`config.mk`:
```
export PLATFORM = sky130hd
export DESIGN_NAME = conv_buf_stage_ctrl
export DESIGN_NICKNAME = d
export VERILOG_FILES = /design/src/rtl/conv_buf_pkg.sv /design/src/rtl/conv_wrap_ptr.sv /design/src/rtl/conv_buf_stage_ctrl.sv
export SDC_FILE = /design/constraint.sdc
export NUM_CORES = 1
export LEC_CHECK = 0
export ABC_AREA = 1
export CORE_MARGIN = 2
export CORE_UTILIZATION = 60
export CTS_CLUSTER_SIZE = 30
export DETAILED_ROUTE_END_ITERATION = 10
export PLACE_DENSITY = 0.78
export SETUP_SLACK_MARGIN = 0.05
export SLEW_MARGIN = 20
export SYNTH_ARGS = -nofsm -noshare
export SYNTH_HDL_FRONTEND = slang
export SYNTH_HIERARCHICAL = 1
export SYNTH_SLANG_ARGS = --single-unit
```
`constraint.sdc`:
```
create_clock -name clk -period 11.8 [get_ports clk]
set_input_delay 1.77 -clock clk [delete_from_list [all_inputs] [get_ports clk]]
set_output_delay 1.77 -clock clk [all_outputs]
set_load 0.02 [all_outputs]
```
`src/rtl/conv_buf_pkg.sv`:
```
// rtl/conv_buf_pkg.sv - shared FSM state encoding and wrap-increment helper for the staging controller
package conv_buf_pkg;

  localparam int PTR_MAX_W = 16;

  typedef enum logic [2:0] {
    ST_IDLE  = 3'd0,
    ST_LOAD  = 3'd1,
    ST_FLUSH = 3'd2,
    ST_SERVE = 3'd3,
    ST_FIN   = 3'd4
  } state_t;

  // Next pointer value: step by one, returning to zero after 'last' (works for any depth).
  function automatic logic [PTR_MAX_W-1:0] wrap_inc(input logic [PTR_MAX_W-1:0] ptr,
                                                    input logic [PTR_MAX_W-1:0] last);
    return (ptr == last) ? '0 : ptr + PTR_MAX_W'(1);
  endfunction

endpackage

```
`src/rtl/conv_wrap_ptr.sv`:
```
// rtl/conv_wrap_ptr.sv - address pointer with enable, synchronous clear and explicit wrap limit
module conv_wrap_ptr
  import conv_buf_pkg::*;
#(
  parameter int AW = 4
) (
  input  logic          clk,
  input  logic          rst,
  input  logic          clr,
  input  logic          en,
  input  logic [AW-1:0] last,
  output logic [AW-1:0] ptr
);

  // Pointer register: clear has priority over advance; wraps after 'last'.
  always_ff @(posedge clk or negedge rst) begin
    if (!rst) begin
      ptr <= '0;
    end else if (clr) begin
      ptr <= '0;
    end else if (en) begin
      ptr <= AW'(wrap_inc(PTR_MAX_W'(ptr), PTR_MAX_W'(last)));
    end
  end

endmodule

```
`src/rtl/conv_buf_stage_ctrl.sv`:
```
// rtl/conv_buf_stage_ctrl.sv - off-chip staging / on-chip tile controller; CONV_BUF_STAGE_STATS_EN adds stall counters
module conv_buf_stage_ctrl
  import conv_buf_pkg::*;
#(
  parameter int OFF_DEPTH = 147,
  parameter int ON_DEPTH  = 7,
  parameter int OFF_AW    = 9,
  parameter int ON_AW     = 3,
  parameter int LEN_W     = 10,
  parameter int RW        = 4
) (
  input  logic              clk,
  input  logic              rst,
  input  logic              start,
  input  logic [LEN_W-1:0]  xfer_len,
  input  logic [RW-1:0]     reuse_cnt,
  input  logic              in_valid,
  output logic              in_ready,
  output logic              off_wen,
  output logic [OFF_AW-1:0] off_waddr,
  output logic              off_ren,
  output logic [OFF_AW-1:0] off_raddr,
  output logic              on_wen,
  output logic [ON_AW-1:0]  on_waddr,
  input  logic              pe_req,
  output logic              on_ren,
  output logic [ON_AW-1:0]  on_raddr,
  output logic              pe_dvalid,
  output logic              busy,
  output logic              done
`ifdef CONV_BUF_STAGE_STATS_EN
  ,
  output logic [LEN_W-1:0]  stall_empty_cnt,
  output logic [LEN_W-1:0]  stall_full_cnt
`endif
);

  localparam logic [OFF_AW:0]   OFF_FULL = (OFF_AW+1)'(OFF_DEPTH);
  localparam logic [OFF_AW:0]   OFF_ONE  = (OFF_AW+1)'(1);
  localparam logic [OFF_AW-1:0] OFF_LAST = OFF_AW'(OFF_DEPTH - 1);
  localparam logic [LEN_W-1:0]  LEN_ONE  = LEN_W'(1);
  localparam logic [LEN_W-1:0]  TILE_MAX = LEN_W'(ON_DEPTH);

  state_t state_q, state_d;

  logic [LEN_W-1:0]  len_q, wr_total, rd_total;
  logic [LEN_W-1:0]  tile_len, tile_rd, remaining, tile_next;
  logic [RW-1:0]     reuse_q, pass_q;
  logic [OFF_AW:0]   off_count;
  logic [OFF_DEPTH-1:0] valid_q;
  logic              valid_rd;
  logic              start_acc, load_entry, last_rd, pass_end, last_pass;
  logic [ON_AW-1:0]  tile_last;

  assign busy      = (state_q != ST_IDLE);
  assign done      = (state_q == ST_FIN);
  assign start_acc = (state_q == ST_IDLE) && start;
  assign in_ready  = busy && (off_count < OFF_FULL) && (wr_total < len_q);
  assign off_wen   = in_valid && in_ready;
  assign off_ren   = (state_q == ST_LOAD) && valid_rd && (tile_rd < tile_len);
  assign on_ren    = (state_q == ST_SERVE) && pe_req;
  assign tile_last = ON_AW'(tile_len - LEN_ONE);
  assign last_rd   = off_ren && (tile_rd == tile_len - LEN_ONE);
  assign pass_end  = on_ren && (on_raddr == tile_last);
  assign last_pass = (pass_q == reuse_q);
  // A new job sizes its first tile from the live input; later tiles from what is left to read.
  assign remaining = (state_q == ST_IDLE) ? xfer_len : (len_q - rd_total);
  assign tile_next = (remaining < TILE_MAX) ? remaining : TILE_MAX;
  assign load_entry = (state_d == ST_LOAD) && (state_q != ST_LOAD);

  // Valid bit of the entry under the read pointer.
  always_comb begin
    valid_rd = 1'b0;
    for (int i = 0; i < OFF_DEPTH; i++) begin
      if (off_raddr == OFF_AW'(i)) valid_rd = valid_q[i];
    end
  end

  // Next-state logic.
  always_comb begin
    state_d = state_q;
    case (state_q)
      ST_IDLE:  if (start) state_d = (xfer_len == '0) ? ST_FIN : ST_LOAD;
      ST_LOAD:  if (last_rd) state_d = ST_FLUSH;
      ST_FLUSH: state_d = ST_SERVE;
      ST_SERVE: if (pass_end && last_pass) state_d = (rd_total < len_q) ? ST_LOAD : ST_FIN;
      ST_FIN:   state_d = ST_IDLE;
      default:  state_d = ST_IDLE;
    endcase
  end

  // State register.
  always_ff @(posedge clk or negedge rst) begin
    if (!rst) state_q <= ST_IDLE;
    else      state_q <= state_d;
  end

  // Job, tile and pass bookkeeping plus the one-cycle delayed strobes.
  always_ff @(posedge clk or negedge rst) begin
    if (!rst) begin
      len_q     <= '0;
      reuse_q   <= '0;
      wr_total  <= '0;
      rd_total  <= '0;
      tile_len  <= '0;
      tile_rd   <= '0;
      pass_q    <= '0;
      off_count <= '0;
      on_wen    <= 1'b0;
      pe_dvalid <= 1'b0;
    end else begin
      if (start_acc) begin
        len_q    <= xfer_len;
        reuse_q  <= reuse_cnt;
        wr_total <= '0;
        rd_total <= '0;
      end else begin
        if (off_wen) wr_total <= wr_total + LEN_ONE;
        if (off_ren) rd_total <= rd_total + LEN_ONE;
      end
      if (load_entry) begin
        tile_len <= tile_next;
        tile_rd  <= '0;
      end else if (off_ren) begin
        tile_rd  <= tile_rd + LEN_ONE;
      end
      if (load_entry)    pass_q <= '0;
      else if (pass_end) pass_q <= last_pass ? '0 : pass_q + RW'(1);
      case ({off_wen, off_ren})
        2'b10:   off_count <= off_count + OFF_ONE;
        2'b01:   off_count <= off_count - OFF_ONE;
        default: off_count <= off_count;
      endcase
      on_wen    <= off_ren;
      pe_dvalid <= on_ren;
    end
  end

  // Per-entry valid bitmap: set on write, cleared on read; a read never targets the entry being written.
  always_ff @(posedge clk or negedge rst) begin
    if (!rst) begin
      valid_q <= '0;
    end else begin
      for (int i = 0; i < OFF_DEPTH; i++) begin
        if (start_acc)                              valid_q[i] <= 1'b0;
        else if (off_wen && off_waddr == OFF_AW'(i)) valid_q[i] <= 1'b1;
        else if (off_ren && off_raddr == OFF_AW'(i)) valid_q[i] <= 1'b0;
      end
    end
  end

  conv_wrap_ptr #(.AW(OFF_AW)) u_off_wptr (
    .clk (clk), .rst (rst), .clr (start_acc), .en (off_wen), .last (OFF_LAST), .ptr (off_waddr)
  );

  conv_wrap_ptr #(.AW(OFF_AW)) u_off_rptr (
    .clk (clk), .rst (rst), .clr (start_acc), .en (off_ren), .last (OFF_LAST), .ptr (off_raddr)
  );

  conv_wrap_ptr #(.AW(ON_AW)) u_on_wptr (
    .clk (clk), .rst (rst), .clr (start_acc), .en (on_wen), .last (tile_last), .ptr (on_waddr)
  );

  conv_wrap_ptr #(.AW(ON_AW)) u_on_rptr (
    .clk (clk), .rst (rst), .clr (start_acc), .en (on_ren), .last (tile_last), .ptr (on_raddr)
  );

`ifdef CONV_BUF_STAGE_STATS_EN
  // Saturating stall counters, cleared when a job is accepted.
  always_ff @(posedge clk or negedge rst) begin
    if (!rst) begin
      stall_empty_cnt <= '0;
      stall_full_cnt  <= '0;
    end else if (start_acc) begin
      stall_empty_cnt <= '0;
      stall_full_cnt  <= '0;
    end else begin
      if ((state_q == ST_LOAD) && !valid_rd && (stall_empty_cnt != '1))
        stall_empty_cnt <= stall_empty_cnt + LEN_ONE;
      if (busy && in_valid && !in_ready && (stall_full_cnt != '1))
        stall_full_cnt <= stall_full_cnt + LEN_ONE;
    end
  end
`endif

endmodule

```
==> summary.txt <==
STA
  – Slew HR: 0.154
  – Final count of pins violating max slew: 0
  – Hold Violations, Final: 0
  – Setup TNS: 0 ns
  – Setup violators final: 0
  – Highest Clock Rate: 96.9 MHz
  – Final min period: 10.32 ns
  – Worst Clk Skew: 0.0161 ns
  – Period utilisation layout: 0.875
  – RSZ-0062 raised after global routing: no
  – Worst slew pin tran: 1.26 ns

Critical path
  – R2R Path Start: u_off_rptr/ptr[8]
  – Crit. End Element: output port
  – Critical path's slowest cell: dfrtp_1
  – RR Endpoint: off_count[9]
  – CP max stage delay: 0.55 ns
  – R2R depth: 110
  – Max Fanout on Critical Path: 11
  – CP Class: register to output port
  – Startpoint class of the critical path: register
  – Req. time, crit path: 10.03 ns
  – Crit-path most repeated cell: nand2_1
  – Worst path arrival time: 8.55 ns
  – Reg2Reg Setup Slack: 1.57 ns

Power and ir drop
  – Clock share of power: 0.362
  – Total internal power: 0.00164 W
  – Sw power: 0.000911 W
  – Leak pwr: 7.76 nW
  – Sequential power share: 0.377
  – Switch share: 0.357
  – Power Density: 141 nW/um2
  – Total Power: 0.00255 W
  – Logic pwr share: 0.260
  – Maximum vdd drop: 141 uV

Place
  – Placer Congestion: 1.11
  – I/O Buffers: 50
  – DP HPWL: 36.3 mm
  – Placed instance count: 2587

Routing
  – Per-cell routed wire length: 20.1 um
  – Residual DRC: 0
  – Via density: 6.20
  – Pre-antenna DRT Iters: 8
  – DRT iter0 DRCs: 2247
  – Via count: 16400
  – Routed Antenna Nets: 0
  – Routed WL: 53.1 mm

CTS
  – Clock root buffer: clkbuf_16
  – CTS buffer count: 28
  – Worst skew pair latency: 0.56 ns
  – CTS tree: yes
  – Clk buf depth: 3
  – Clock slew at reported path FFs: 0.06 ns
  – # H-tree levels: 1
  – Sink Count: 244

Cells and area
  – # nets final: 2347
  – Post-route insts no fill: 2641
  – Layout cell share with drive strength beyond 1: 0.0957
  – Number of fill cells in the layout: 2316
  – Area Overhead vs Synth: 11.8%
  – Antenna cells: 0

Synth
  – Post-synthesis simple-gate area fraction: 0.299
  – Primary FF master, synth: dfrtp_1
  – Adder-Cell Fraction of Synth Area: 0.0387
  – Mapped Cells: 2235
  – Top cells by count, synth: nand2_1, inv_1, nand3_1
  – Mux cell area share after synthesis: 0
  – Synth Area in Compound Gates: 0.150
  – Yosys top cell by area: dfrtp_1
  – Distinct cells, synth: 56
  – Synth warn: 6
  – Count leader, synth: nand2_1
  – Cell Area, Synth: 16200 um2
  – Combinational family with the most area after synthesis: simple AND/OR/NAND/NOR gates
  – #FFs+latches synth: 244
  – EDFF count, synth: 0
  – XOR/XNOR share of the synthesized area: 0.0323
  – Synth top area cells: dfrtp_1, nand2_1, nand3_1
  – Sequential area share after synthesis: 0.376
  – Ys async rst share: 1.00
  – Avg Cell Area, Syn: 7.27 um2
  – Top cell type's share of synthesized area: 0.376

Floorplan
  – Core box area: 26800 um2
  – Die width: 169 um
  – Row count: 60
  – Die H: 169 um
  – Initial Util: 0.606
  – Die ar.: 28400 um2
  – IO Pins: 51

GRT
  – Gr usage total: 0.372
  – GRT overflow: 0
  – Antenna violations before repair: 0
  – First-pass GRT wire length: 84.3 mm
  – Maximum number of pins on one net before global-route repair: 115
  – Vias in the first global route: 15500

Flow run
  – Max-cap violations: 0

Hold path
  – Worst hold path type: register to register
  – Worst min-delay path endpoint: rd_total[7]
  – Worst hold start: rd_total[7]
  – Hold Crit Depth: 1

Outcome
  – Outcome: finished clean
-- power by group through the flow --
stage / Sequential, W / Clock (W) / Combinational (W)
after detailed placement: 0.000977 / 0 / 0.000639
after CTS: 0.000962 / 0.000932 / 0.000644
final: 0.000962 / 0.000925 / 0.000664
after global placement: 0.000975 / 0 / 0.000619
after floorplan: 0.000974 / 0 / 0.000396
after global routing: 0.000970 / 0.000963 / 0.000728
-- final cells by class --
cell class / count / area, um2 / share of cell area
Inverter: 320 / 1220 / 0.0673
Clock inverter: 11 / 149 / 0.00820
Multi-Input combinational cell: 1597 / 8630 / 0.475
Clock buffer: 40 / 826 / 0.0455
Tap cell: 341 / 427 / 0.0235
Timing Repair Buffer: 88 / 793 / 0.0437
Sequential cell: 244 / 6110 / 0.336
-- cells by family (layout without fill, tap and decap cells) --
kind of cell / count (synthesis) / in the layout
AND/OR/NAND/NOR: 1077 / 1078
buffers and inverters: 415 / 459
AO/OA/AOI/OAI: 388 / 388
flip-flops: 244 / 244
XOR/XNOR: 60 / 60
adder cells (fa/ha/maj): 49 / 49
other: 2 / 22
-- worst max-delay path: cells and delay by family, from the launching register on --
| kind | cells | cell delay, ns |
|---|---|---|
| AO/OA/AOI/OAI | 1 | 0.06 |
| buffers and inverters | 4 | 0.52 |
| flip-flops | 1 | 0.55 |
| AND/OR/NAND/NOR | 90 | 6.91 |
-- repair_timing --
| action | 4_1_cts | 5_1_grt |
|---|---|---|
| setup endpoints to repair | 0 | 2 |
| endpoints found under the hold margin | 0 | 0 |
| gates resized for setup | 0 | 2 |
| hold buffers | 0 | 0 |
| setup buffers | 0 | 2 |
-- per-layer routing --
metal | part of all wire | vias to the layer above | GRT usage
met5 | 0 | - | 0
met4 | 0.069 | 0 | 0.216
met3 | 0.10 | 230 | 0.0736
met2 | 0.44 | 1002 | 0.577
met1 | 0.39 | 7686 | 0.489
li1 | - | 7460 | -
-- state kept, by name (all words and copies together) (netlist names), 10 cells and up --
register and flops:
len_q 10, tile_rd 10, tile_len 10, rd_total 10, off_count 10, wr_total 10
valid_q 147
-- layout by cell type (no fill, tap or decap), types with 4 or more instances in the layout --
cell type / Yosys / routed
nor3_2: 1 / 13
clkinv_2: 0 / 4
o21ai_0: 72 / 72
nand2_4: 4 / 5
a31oi_1: 4 / 4
o31ai_2: 40 / 40
o31ai_1: 25 / 25
xnor2_1: 29 / 29
a21oi_1: 139 / 139
ha_1: 47 / 46
clkbuf_1: 73 / 4
or2_2: 26 / 26
clkbuf_16: 0 / 28
nor3_1: 51 / 37
buf_4: 1 / 38
o21bai_1: 6 / 6
o21ai_1: 68 / 68
xor2_1: 31 / 31
clkdlybuf4s50_1: 0 / 48
a21oi_2: 12 / 12
dfrtp_1: 244 / 244
nor2_1: 248 / 246
nand2_1: 369 / 369
a31o_2: 4 / 4
conb_1: 2 / 22
clkinv_1: 4 / 4
nand3_1: 274 / 274
nor4_1: 4 / 4
nand4_1: 76 / 76
nand3_2: 4 / 4
clkbuf_8: 0 / 8
nor2_2: 6 / 9
inv_2: 6 / 6
inv_1: 308 / 306
-- how the worst max path moves through the flow --
stage	slack, ns	end	startpoint
after detailed placement	1.68	off_count[9]	u_off_rptr/ptr[8]
final	1.48	off_ren	u_off_rptr/ptr[8]
after floorplan	3.01	off_count[9]	u_off_rptr/ptr[8]
after CTS	1.26	off_ren	u_off_rptr/ptr[8]
after global routing	0.14	off_count[9]	u_off_rptr/ptr[6]
after global placement	2.14	off_count[9]	u_off_rptr/ptr[6]
-- per-stage QoR --
step | utilization | cell area [um2] | setup WS (ns) | hold slack, ns
floorplan | - | 16300 | 3.01 | 0.433
global route | 0.677 | 18200 | 0.142 | 0.494
CTS | 0.676 | 18100 | 1.26 | 0.469
detailed placement | 0.640 | 17100 | 1.68 | 0.460
global placement | 0.639 | 17100 | 2.14 | 0.452
finish | 0.677 | 18200 | 1.48 | 0.462
No activity file was read; power rests on OpenSTA's default activity.
